$ cat src/rtl/arb_pkg.sv
// Shared types and defaults for the unified memory port arbiter.
package arb_pkg;

  localparam int unsigned XLEN_DEF = 32;
  localparam int unsigned STRB_W   = 4;

  typedef enum logic {
    IDLE,
    WAIT_RESP
  } arb_state_e;

  typedef enum logic {
    OWN_IF,
    OWN_D
  } arb_owner_e;

endpackage

$ cat src/rtl/arb_starve_cnt.sv
// Saturating count of data grants taken while fetch waits; raises force_fetch at the limit.
module arb_starve_cnt #(
  parameter int unsigned LIMIT = 4
) (
  input  logic clk,
  input  logic rst_n,
  input  logic if_req,
  input  logic fetch_cand,
  input  logic if_gnt,
  input  logic d_gnt,
  output logic force_fetch
);

  localparam int unsigned CW = $clog2(LIMIT + 1);

  logic [CW-1:0] cnt_q;

  // Only a data grant that actually overtakes a live fetch request counts.
  always_ff @(posedge clk or negedge rst_n) begin
    if (!rst_n) begin
      cnt_q <= '0;
    end else if (!if_req || if_gnt) begin
      cnt_q <= '0;
    end else if (d_gnt && fetch_cand && (cnt_q != CW'(LIMIT))) begin
      cnt_q <= cnt_q + CW'(1);
    end
  end

  assign force_fetch = (cnt_q == CW'(LIMIT));

endmodule

$ cat src/rtl/mem_port_arbiter.sv
// Shares one memory port between fetch and load/store with a single outstanding read.
// Optional fetch starvation guard enabled by defining ARB_STARVE_GUARD_EN.
module mem_port_arbiter
  import arb_pkg::*;
#(
  parameter int unsigned XLEN         = XLEN_DEF,
  parameter int unsigned STARVE_LIMIT = 4
) (
  input  logic              clk,
  input  logic              rst_n,
  input  logic              if_req,
  input  logic [XLEN-1:0]   if_addr,
  output logic              if_gnt,
  output logic              if_rvalid,
  output logic [XLEN-1:0]   if_rdata,
  input  logic              d_req,
  input  logic              d_we,
  input  logic [XLEN-1:0]   d_addr,
  input  logic [XLEN-1:0]   d_wdata,
  input  logic [STRB_W-1:0] d_wstrb,
  output logic              d_gnt,
  output logic              d_rvalid,
  output logic [XLEN-1:0]   d_rdata,
  input  logic              flush,
  output logic              mem_req,
  output logic              mem_we,
  output logic [XLEN-1:0]   mem_addr,
  output logic [XLEN-1:0]   mem_wdata,
  output logic [STRB_W-1:0] mem_wstrb,
  input  logic              mem_ready,
  input  logic              mem_rvalid,
  input  logic [XLEN-1:0]   mem_rdata
);

  arb_state_e state_q, state_d;
  arb_owner_e owner_q, owner_d;
  logic       drop_q, drop_d;
  logic       fetch_cand;
  logic       sel_if;
  logic       accept;
  logic       force_fetch;

  assign fetch_cand = if_req & ~flush;

`ifdef ARB_STARVE_GUARD_EN
  arb_starve_cnt #(
    .LIMIT(STARVE_LIMIT)
  ) u_starve_cnt (
    .clk        (clk),
    .rst_n      (rst_n),
    .if_req     (if_req),
    .fetch_cand (fetch_cand),
    .if_gnt     (if_gnt),
    .d_gnt      (d_gnt),
    .force_fetch(force_fetch)
  );
`else
  logic unused_starve_limit;
  assign unused_starve_limit = ^STARVE_LIMIT;
  assign force_fetch = 1'b0;
`endif

  always_ff @(posedge clk or negedge rst_n) begin
    if (!rst_n) begin
      state_q <= IDLE;
      owner_q <= OWN_IF;
      drop_q  <= 1'b0;
    end else begin
      state_q <= state_d;
      owner_q <= owner_d;
      drop_q  <= drop_d;
    end
  end

  // Outputs are held at zero while reset is asserted, independent of request inputs.
  always_comb begin
    state_d   = state_q;
    owner_d   = owner_q;
    drop_d    = drop_q;
    sel_if    = 1'b0;
    accept    = 1'b0;
    if_gnt    = 1'b0;
    d_gnt     = 1'b0;
    if_rvalid = 1'b0;
    d_rvalid  = 1'b0;
    if_rdata  = '0;
    d_rdata   = '0;
    mem_req   = 1'b0;
    mem_we    = 1'b0;
    mem_addr  = '0;
    mem_wdata = '0;
    mem_wstrb = '0;
    if (rst_n) begin
      case (state_q)
        IDLE: begin
          sel_if  = fetch_cand & (~d_req | force_fetch);
          mem_req = fetch_cand | d_req;
          accept  = mem_req & mem_ready;
          if (sel_if) begin
            mem_addr = if_addr;
          end else if (d_req) begin
            mem_we    = d_we;
            mem_addr  = d_addr;
            mem_wdata = d_wdata;
            mem_wstrb = d_wstrb;
          end
          if_gnt = sel_if & accept;
          d_gnt  = ~sel_if & accept;
          // Stores retire on acceptance; only reads wait for a response.
          if (accept && (sel_if || !d_we)) begin
            state_d = WAIT_RESP;
            owner_d = sel_if ? OWN_IF : OWN_D;
            drop_d  = 1'b0;
          end
        end
        WAIT_RESP: begin
          if ((owner_q == OWN_IF) && flush) begin
            drop_d = 1'b1;
          end
          if (mem_rvalid) begin
            if (owner_q == OWN_D) begin
              d_rvalid = 1'b1;
              d_rdata  = mem_rdata;
            end else if (!drop_d) begin
              if_rvalid = 1'b1;
              if_rdata  = mem_rdata;
            end
            drop_d  = 1'b0;
            state_d = IDLE;
          end
        end
        default: state_d = IDLE;
      endcase
    end
  end

endmodule

$ cat config.mk
export PLATFORM = sky130hd
export DESIGN_NAME = mem_port_arbiter
export DESIGN_NICKNAME = d
export VERILOG_FILES = /design/src/rtl/arb_pkg.sv /design/src/rtl/arb_starve_cnt.sv /design/src/rtl/mem_port_arbiter.sv
export SDC_FILE = /design/constraint.sdc
export NUM_CORES = 1
export LEC_CHECK = 0
export CAP_MARGIN = 20
export CORE_AREA = 2 2 108 110
export CTS_CLUSTER_SIZE = 8
export DETAILED_ROUTE_END_ITERATION = 8
export DIE_AREA = 0 0 110 112
export DONT_BUFFER_PORTS = 1
export HOLD_SLACK_MARGIN = 0.12
export PLACE_DENSITY = 0.3
export SYNTH_ARGS = -nofsm -noshare
export SYNTH_HDL_FRONTEND = slang
export SYNTH_SLANG_ARGS = --single-unit
$ cat constraint.sdc
create_clock -name clk -period 3.2 [get_ports clk]
set_input_delay 0.32 -clock clk [delete_from_list [all_inputs] [get_ports clk]]
set_output_delay 0.32 -clock clk [all_outputs]
set_load 0.02 [all_outputs]
==> impl_results.md <==
- Distinct cell type count after synthesis: 24
- Clk slew on worst S/H paths: 30 ps
- Routed len/inst: 16.05 µm
- Yosys warning total: 0
- Non-filler cells, final: 314
- P per Cell Area: 312.9 nW/µm²
- Syn Area/Cell: 6.993 µm²
- GR Util All Layers: 6.683%
- F_max: 0.4372 GHz
- Initial antenna violation count: 1
- Die Footprint: 12,320 µm²
- Critical path class: reg2out
- Routability cong.: 0.9866
- Placed insts: 308
- CTS Buffer Depth: 2
- Place WS: 1122 ps
- Met2 Wirelength: 2.497 mm
- Largest area contributor in the netlist: and2_1
- Synth-to-Final Area Change: 15.21%
- Max-cap viol count: 0
- CTS root buf: clkbuf_16
- Clk network pwr share: 43.1%
- I/O Buffers: 0
- Seq cells post-synth: 3
- First-pass GRT wire length: 6.320 mm
- Final setup margin: 912.7 ps
- Worst Skew: 0.2778 ps
- Post-CTS setup repair buffer count: 0
- Leading post-synthesis cells by cell area: and2_1 51%, a22o_1 22%, dfrtp_1 6.0%
- IO Pins: 278
- Final hold viol count: 0
- Final wirelength: 5.039 mm
- Post-place instance area: 1359 µm²
- Total power draw: 453.7 µW
- Hold Crit Class: in2reg
- Final period util: 71.48%
- CP required: 2880 ps
- WL met1: 1.938 mm
- Met3 routed WL: 590 µm
- Sw frac: 40.61%
- Total CTS buffers: 3
- Drt first pass iters: 4
- Clock sinks: 3
- Sequential-to-total area share from yosys stat: 5.964%
- Tmin final: 2287 ps
- Arrival time worst endpoint: 1970 ps
- Vias: 1,333
- Final HPWL DP: 4.275 mm
- Slew Limit Fails: 0
- Uppermost routed layer: met4
- Pin count of the biggest net entering global routing: 72
- Critical Path Source Type: flip-flop
- Post-route DRC: 0
- Via/cell ratio: 4.245
- CTS tree: yes
- Synth Instances: 180
- CP Max Fanout: 71
- Worst-margin pin slew: 959.5 ps
- Rows: 39
- Iteration-0 DRC Markers: 34
- Post-DRT Antenna Nets: 0
- Horiz. Die Dim: 110 µm
- Int Power: 269.5 µW
- Design area: 1450 µm²
- Relative max-transition margin: 36.03%
- P_sw: 184.3 µW
- Flop pwr share: 14.2%
- RSZ-0062 raised after global routing: no
- Post-Route Setup TNS: 0 ps
- Initial core utilization: 11.26%
- Setup-failing EPs final: 0
- Post-Syn Area: 1259 µm²
- Vias in the first global route: 1,111
- Status: finished clean
- Combinational Power Share: 42.7%
- Synth top area share: 50.70%
- H-tree Lvls: 1
- Die Y: 112 µm
- Clock Latency Late Sink: 220 ps
- Nets@finish: 311
- Core area: 11,170 µm²
- Leakage: 0.0005600 µW
- Syn_nets: 320
- Setup crit end kind: primary output
- Max rail drop VDD: 130.4 µV
- Congestion Overflow GR: 0
- Layout cell share with drive strength beyond 1: 5.882%
[layout by cell type, fill, tap and decap left out, types with 2 or more instances in the layout]
cell type  Yosys  layout
and2_1       102     102
dfrtp_1        3       3
inv_1          3       3
o21ai_0        3       3
buf_4          1       3
a22o_1        32      32
nand2_1        3       3
clkbuf_16      0       3
nand2b_1       2       2
[layer usage]
layer	track usage, %	vias up
met2	10.92	126
met1	7.975	620
met5	2.101	-
met3	3.044	2
met4	1.013	0
li1	-	585
[critical path, cell delays in order, from the launching register on]
cell and delay (ps):
dfrtp_1 410, and3b_2 890, a22o_1 400
[cells in the mapped netlist, drive strengths merged]
master,number
nor4,2
a311o,1
and4,1
dfrtp,3
clkbuf,5
nor3b,1
a21boi,1
nor2,2
inv,3
o21ai,3
nand2,3
nand3,1
a22o,32
nand3b,1
nand2b,2
nor2b,2
a21oi,1
and2,102
and3b,1
buf,13
[final timing paths]
| check | startpoint | endpoint | slack [ps] | depth (start not counted) |
|---|---|---|---|---|
| min | mem_ready | owner_q | 260 | 2 |
| min in group asynchronous | rst_n | drop_q | 370 | 1 |
| min reg2reg | state_q | state_q | 580 | 2 |
| max in group asynchronous | rst_n | state_q | 2680 | 1 |
| max | state_q | mem_addr[1] | 910 | 2 |
| max reg2reg | state_q | owner_q | 1560 | 3 |
[power by group through the flow]
stage | Combinational, µW | Clock (µW) | Sequential (µW)
finish | 194 | 196 | 64.3
global route | 210 | 206 | 66.5
CTS | 197 | 199 | 64.9
detailed placement | 194 | 0 | 64.8
global placement | 194 | 0 | 64.2
floorplan | 182 | 0 | 61.9
[through the flow]
stage | hold WS [ps] | utilization (%)
3_5_place_dp | 24.90 | 12.16
4_1_cts | 266.9 | 12.95
3_3_place_gp | 24.94 | 12.16
2_1_floorplan | 24.41 | -
6_report | 263.3 | 12.98
5_1_grt | 315.9 | 12.98
[logic make-up (layout without fill, tap and decap cells)]
group	count (synthesis)	in the layout	synth area share [%]
AOI/OAI and AO/OA	38	38	25.25
buffers and inverters	21	11	9.244
other	0	1	0
and+or+nand+nor	118	118	59.54
DFF	3	3	5.964
[layout make-up]
type,instances,area [µm²]
antenna,1,2.502
clock buffer,4,78.83
fill,1289,9724
inverter,3,11.26
multi-input combinational,156,1071
sequential,3,75.07
tap,143,178.9
timing repair buffer,4,32.53
[state kept, by name (all words and copies together), names as in the netlist]
name     cells
drop_q       1
owner_q      1
state_q      1
[timing repair]
item                                   4_1_cts  5_1_grt
resized for setup                            0        0
endpoints found under the hold margin        3        0
hold buffers                                 1        0
Note: power is estimated with default switching activity, not from simulation.
